## config.mk

```make
export PLATFORM = sky130hd
export DESIGN_NAME = id_ex_operand_stage
export DESIGN_NICKNAME = d
export VERILOG_FILES = /design/src/rtl/id_ex_operand_stage.sv
export SDC_FILE = /design/constraint.sdc
export NUM_CORES = 1
export LEC_CHECK = 0
export BUFFER_PORTS_ARGS = -buffer_cell sky130_fd_sc_hd__buf_4
export CORE_AREA = 3 3 170 172
export DETAILED_ROUTE_END_ITERATION = 7
export DIE_AREA = 0 0 173 175
export GPL_TIMING_DRIVEN = 1
export SYNTH_ARGS = -nofsm -noshare
export SYNTH_HDL_FRONTEND = slang
export SYNTH_SLANG_ARGS = --single-unit
```

## constraint.sdc

```tcl
create_clock -name clk -period 2.5 [get_ports clk]
set_input_delay 0.125 -clock clk [delete_from_list [all_inputs] [get_ports clk]]
set_output_delay 0.125 -clock clk [all_outputs]
set_load 0.01 [all_outputs]
```

## src/rtl/id_ex_operand_stage.sv

```systemverilog
// ID/EX pipeline register with MEM/WB operand bypass and load-use bubble insertion.
// Bubbles are slots with ex_valid=0. Every field is zero in a bubble, so a bubble never looks like a load.
module id_ex_operand_stage #(
    parameter int CTRL_W = 16
) (
    input  logic              clk,
    input  logic              clr_n,
    input  logic              stall,
    input  logic              flush,
    input  logic [31:0]       id_pc,
    input  logic [4:0]        id_rs,
    input  logic [4:0]        id_rt,
    input  logic              id_use_rs,
    input  logic              id_use_rt,
    input  logic [4:0]        id_dst,
    input  logic              id_is_load,
    input  logic [31:0]       id_rd1,
    input  logic [31:0]       id_rd2,
    input  logic [31:0]       id_imm,
    input  logic [CTRL_W-1:0] id_ctrl,
    input  logic              mem_we,
    input  logic [4:0]        mem_a3,
    input  logic [31:0]       mem_wd,
    input  logic              wb_we,
    input  logic [4:0]        wb_a3,
    input  logic [31:0]       wb_wd,
    output logic              stall_req,
    output logic              ex_valid,
    output logic [31:0]       ex_pc,
    output logic [4:0]        ex_rs,
    output logic [4:0]        ex_rt,
    output logic [4:0]        ex_dst,
    output logic              ex_is_load,
    output logic [31:0]       ex_v1,
    output logic [31:0]       ex_v2,
    output logic [31:0]       ex_imm,
    output logic [CTRL_W-1:0] ex_ctrl,
    output logic [31:0]       bubble_cnt
);

    logic              valid_q,   valid_d;
    logic [31:0]       pc_q,      pc_d;
    logic [4:0]        rs_q,      rs_d;
    logic [4:0]        rt_q,      rt_d;
    logic [4:0]        dst_q,     dst_d;
    logic              is_load_q, is_load_d;
    logic [31:0]       v1_q,      v1_d;
    logic [31:0]       v2_q,      v2_d;
    logic [31:0]       imm_q,     imm_d;
    logic [CTRL_W-1:0] ctrl_q,    ctrl_d;
    logic [31:0]       cnt_q,     cnt_d;

    logic [31:0] fwd_v1;
    logic [31:0] fwd_v2;

    // The WB bypass is required because the GRF only writes at the clock edge. MEM is newer, so it wins over WB.
    always_comb begin
        fwd_v1 = id_rd1;
        if (mem_we && mem_a3 != 5'd0 && mem_a3 == id_rs)
            fwd_v1 = mem_wd;
        else if (wb_we && wb_a3 != 5'd0 && wb_a3 == id_rs)
            fwd_v1 = wb_wd;

        fwd_v2 = id_rd2;
        if (mem_we && mem_a3 != 5'd0 && mem_a3 == id_rt)
            fwd_v2 = mem_wd;
        else if (wb_we && wb_a3 != 5'd0 && wb_a3 == id_rt)
            fwd_v2 = wb_wd;
    end

    assign stall_req = valid_q && is_load_q && (dst_q != 5'd0) &&
                       ((id_use_rs && dst_q == id_rs) || (id_use_rt && dst_q == id_rt));

    // Priority order: flush, then stall, then a hazard bubble, then a normal load from ID.
    always_comb begin
        valid_d   = valid_q;
        pc_d      = pc_q;
        rs_d      = rs_q;
        rt_d      = rt_q;
        dst_d     = dst_q;
        is_load_d = is_load_q;
        v1_d      = v1_q;
        v2_d      = v2_q;
        imm_d     = imm_q;
        ctrl_d    = ctrl_q;
        cnt_d     = cnt_q;

        if (flush || (!stall && stall_req)) begin
            valid_d   = 1'b0;
            pc_d      = '0;
            rs_d      = '0;
            rt_d      = '0;
            dst_d     = '0;
            is_load_d = 1'b0;
            v1_d      = '0;
            v2_d      = '0;
            imm_d     = '0;
            ctrl_d    = '0;
            if (!flush && cnt_q != 32'hFFFF_FFFF)
                cnt_d = cnt_q + 32'd1;
        end else if (!stall) begin
            valid_d   = 1'b1;
            pc_d      = id_pc;
            rs_d      = id_rs;
            rt_d      = id_rt;
            dst_d     = id_dst;
            is_load_d = id_is_load;
            v1_d      = fwd_v1;
            v2_d      = fwd_v2;
            imm_d     = id_imm;
            ctrl_d    = id_ctrl;
        end
    end

    always_ff @(posedge clk) begin
        if (!clr_n) begin
            valid_q   <= 1'b0;
            pc_q      <= '0;
            rs_q      <= '0;
            rt_q      <= '0;
            dst_q     <= '0;
            is_load_q <= 1'b0;
            v1_q      <= '0;
            v2_q      <= '0;
            imm_q     <= '0;
            ctrl_q    <= '0;
            cnt_q     <= '0;
        end else begin
            valid_q   <= valid_d;
            pc_q      <= pc_d;
            rs_q      <= rs_d;
            rt_q      <= rt_d;
            dst_q     <= dst_d;
            is_load_q <= is_load_d;
            v1_q      <= v1_d;
            v2_q      <= v2_d;
            imm_q     <= imm_d;
            ctrl_q    <= ctrl_d;
            cnt_q     <= cnt_d;
        end
    end

    assign ex_valid   = valid_q;
    assign ex_pc      = pc_q;
    assign ex_rs      = rs_q;
    assign ex_rt      = rt_q;
    assign ex_dst     = dst_q;
    assign ex_is_load = is_load_q;
    assign ex_v1      = v1_q;
    assign ex_v2      = v2_q;
    assign ex_imm     = imm_q;
    assign ex_ctrl    = ctrl_q;
    assign bubble_cnt = cnt_q;

endmodule

```

==> flow_metrics.py <==
metrics = {
    "sta": {
        "tns_ns": 0,
        "relSlewSlack_pct": 35.5,
        "tightestPinTransition_ns": 0.967,
        "fmax_mhz": 418,
        "rsz0062_at_grt": "false",
        "fin_skew_ns": 0.0205,
        "maxSlewViolCount": 0,
        "fin_hold_ws_ns": 0.0364,
        "period_needed_ns": 2.39,
        "post-route-period-util_pct": 95.8,
        "setup_viol": 0,
        "hold_viol_final": 0,
    },
    "yosys": {
        "synth_top_area_cell": "dfxtp_1",
        "ys_top_cells_by_area": "dfxtp_1, mux2i_1, nand2_1",
        "synth_flop_cell": "dfxtp_1",
        "synth_edf_count": 0,
        "synthMostInstantiatedCell": "nand2_1",
        "postSynthCellCount": 1061,
        "synth_top_cell_area_share_pct": 43.8,
        "ys.warnings.count": 0,
        "synth_seq_area_share_pct": 43.8,
        "ys_seq_elements": 193,
        "synthTopCellsByCount": "nand2_1, dfxtp_1, nor2_1",
        "synthDistinctLibCells": 36,
        "avgSynthCellArea_um2": 8.31,
        "synth.net_count": 1304,
        "syn_area_mm2": 0.00882,
        "async_reset_ff_share_pct": 0,
    },
    "placement": {
        "place_inst": 1819,
        "dpl.hpwl_mm": 24.4,
        "gp_congestion": 0.869,
        "io_buffer_count": 435,
    },
    "floorplan": {
        "fp.dieH_um": 175,
        "io_pins": 436,
        "die_w_um": 173,
        "fp.coreArea_mm2": 0.0276,
        "rows": 61,
        "initial_utilization_pct": 31.9,
        "die_area_mm2": 0.0303,
    },
    "global_route": {
        "grt_pass1_vias": 9297,
        "grt_max_degree": 140,
        "track_usage_pct": 21.6,
        "antenna_found_initial": 0,
        "grt_overflow": 0,
        "grt_pass1_wl_mm": 52.4,
    },
    "detailed_routing": {
        "viasPerCell": 4.87,
        "wl_per_cell_um": 17.6,
        "drt-pass1-iter-count": 7,
        "drc_errors": 0,
        "final_antenna_net_count": 0,
        "vias": 9486,
        "wl_mm": 34.4,
        "first_iter_violations": 637,
    },
    "clock_tree": {
        "clockBufferDepth": 2,
        "cts_made_buffers": 17,
        "path_clk_slew_ns": 0.09,
        "cts_max_level": 4,
        "worstSkewPairLatency_ns": 0.44,
        "cts_root_buf": "clkbuf_16",
        "cts_sinks": 193,
        "cts_tree": "done",
    },
    "critical_path": {
        "rrSetupSlack_ns": 0.11,
        "crit_path_cell_trace": "or4_1 -> o211ai_2 -> nor2b_1 -> a211o_4 -> buf_12 -> a21oi_1",
        "reg2reg_from": "ex_dst[3]",
        "cp_slowest_cell": "or4_1",
        "critPathLaunchType": "flop",
        "path_max_fanout": 130,
        "reg2reg_to": "ex_v2[29]",
        "critPathCaptureType": "flop",
        "crit_type": "flop to flop",
        "required_ns": 2.85,
        "path_delay_family": "compound AO/OA/AOI/OAI gates",
        "cp_num_cells": 6,
        "path_buf_inv": 1,
        "worstPathArrival_ns": 2.75,
        "reg2reg_depth": 6,
        "cp_slowest_stage_delay_ns": 0.55,
    },
    "final_layout": {
        "finalNetCount": 1801,
        "final_layout_size_suffix_gt1_share_pct": 31.9,
        "num_antenna_cells": 0,
        "area_delta_synth_final_pct": 59.3,
        "fillers": 2677,
        "fin_cells": 1949,
    },
    "hold_path": {
        "hold_path.class": "input pin to flop",
        "hold_depth": 3,
        "hold_start": "clr_n",
        "worstHoldEndpoint": "bubble_cnt[16]",
    },
    "power_and_ir_drop": {
        "ir_drop_mv": 0.404,
        "power.density_mw_per_mm2": 522,
        "leakage_nw": 6.27,
    },
    "flow_run": {
        "max_cap_violations": 0,
    },
    "outcome": {
        "status": "complete, no violations",
    },
}
flip-flops by register name, indices dropped and copies added, names as in the netlist:
signal,count
ex_v2,32
ex_pc,32
ex_rt,5
ex_valid,1
ex_dst,5
ex_is_load,1
ex_ctrl,16
ex_v1,32
ex_imm,32
ex_rs,5
bubble_cnt,32
cells in the final DEF (no fill, tap or decap), drive strengths merged, types with 4 or more instances in the layout:
cell type and instances:
clkbuf 17, clkinv 6, xor2 14, a311o 64, o211ai 5, nand3 19
o21ai 18, or4 8, o31ai 8, or3 19, xnor2 20, a21oi 86
nor2 175, nand2 208, or2 4, nand4 16, inv 19, dfxtp 193
nand2b 5, dlygate4sd3 96, nor3 4, mux2i 98, buf 459
metal layers:
metal / GRT usage [%] / wire [µm] / up-vias
li1: - / - / 4657
met1: 26.9 / 14400 / 4429
met2: 37.1 / 16900 / 368
met3: 5.56 / 2500 / 32
met4: 5.74 / 537 / 0
met5: 0 / 0 / -
cell families after synthesis:
logic type                 Yosys count  share of synthesized area (%)
DFF                                193                           43.8
muxes                               98                           11.1
buffers and inverters               87                           4.87
and+or+nand+nor                    464                           22.1
AOI/OAI and AO/OA                  184                           14.6
xor gates and xnor gates            34                           3.38
adders and majority gates            1                          0.142
cell type report:
class	instances	area [µm²]	share of cell area (%)
clock buffer	17	425	3.03
timing repair buffer	555	4490	32.0
multi-input combinational	781	4540	32.3
clock inverter	15	215	1.53
inverter	10	37.5	0.267
sequential	193	3860	27.5
tap	378	473	3.37
report_power, final:
group / switching [mW] / leakage (nW) / internal [mW] / total (mW)
Clock: 1.56 / 0.309 / 1.42 / 2.97
Combinational: 0.492 / 4.40 / 0.648 / 1.14
Sequential: 0.0521 / 1.57 / 3.16 / 3.21
how the worst max path moves through the flow:
stage	startpoint	slack [ns]	endpoint
finish	ex_dst[3]	0.11	ex_v2[29]
detailed placement	ex_dst[2]	0.29	bubble_cnt[5]
floorplan	ex_dst[2]	0.42	ex_v1[10]
CTS	ex_dst[2]	0.24	bubble_cnt[5]
global placement	ex_dst[0]	0.29	bubble_cnt[22]
global route	bubble_cnt[3]	0.009	bubble_cnt[21]
what timing repair did:
action / 4_1_cts / 5_1_grt
endpoints found under the setup margin: 0 / 6
hold buffers: 96 / 0
gates resized for setup: 0 / 1
hold endpoints to repair: 96 / 0
buffers inserted: 0 / 2
tightest hold or removal path, stage by stage:
cell and delay (ns):
buf_4 0.17, nand2_1 0.07, mux2i_1 0.05
metrics by stage:
| step | area (µm²) | util [%] | power, mW | setup slack, ns |
|---|---|---|---|---|
| final | 14000 | 50.8 | 7.33 | 0.105 |
| after global routing | 14000 | 50.8 | 7.61 | 0.00874 |
| after CTS | 14000 | 50.8 | 7.40 | 0.242 |
| after detailed placement | 12400 | 45.0 | 4.30 | 0.287 |
| after global placement | 12400 | 45.0 | 4.29 | 0.291 |
| after floorplan | 8820 | - | 3.72 | 0.418 |
No activity file was read; power rests on OpenSTA's default activity.
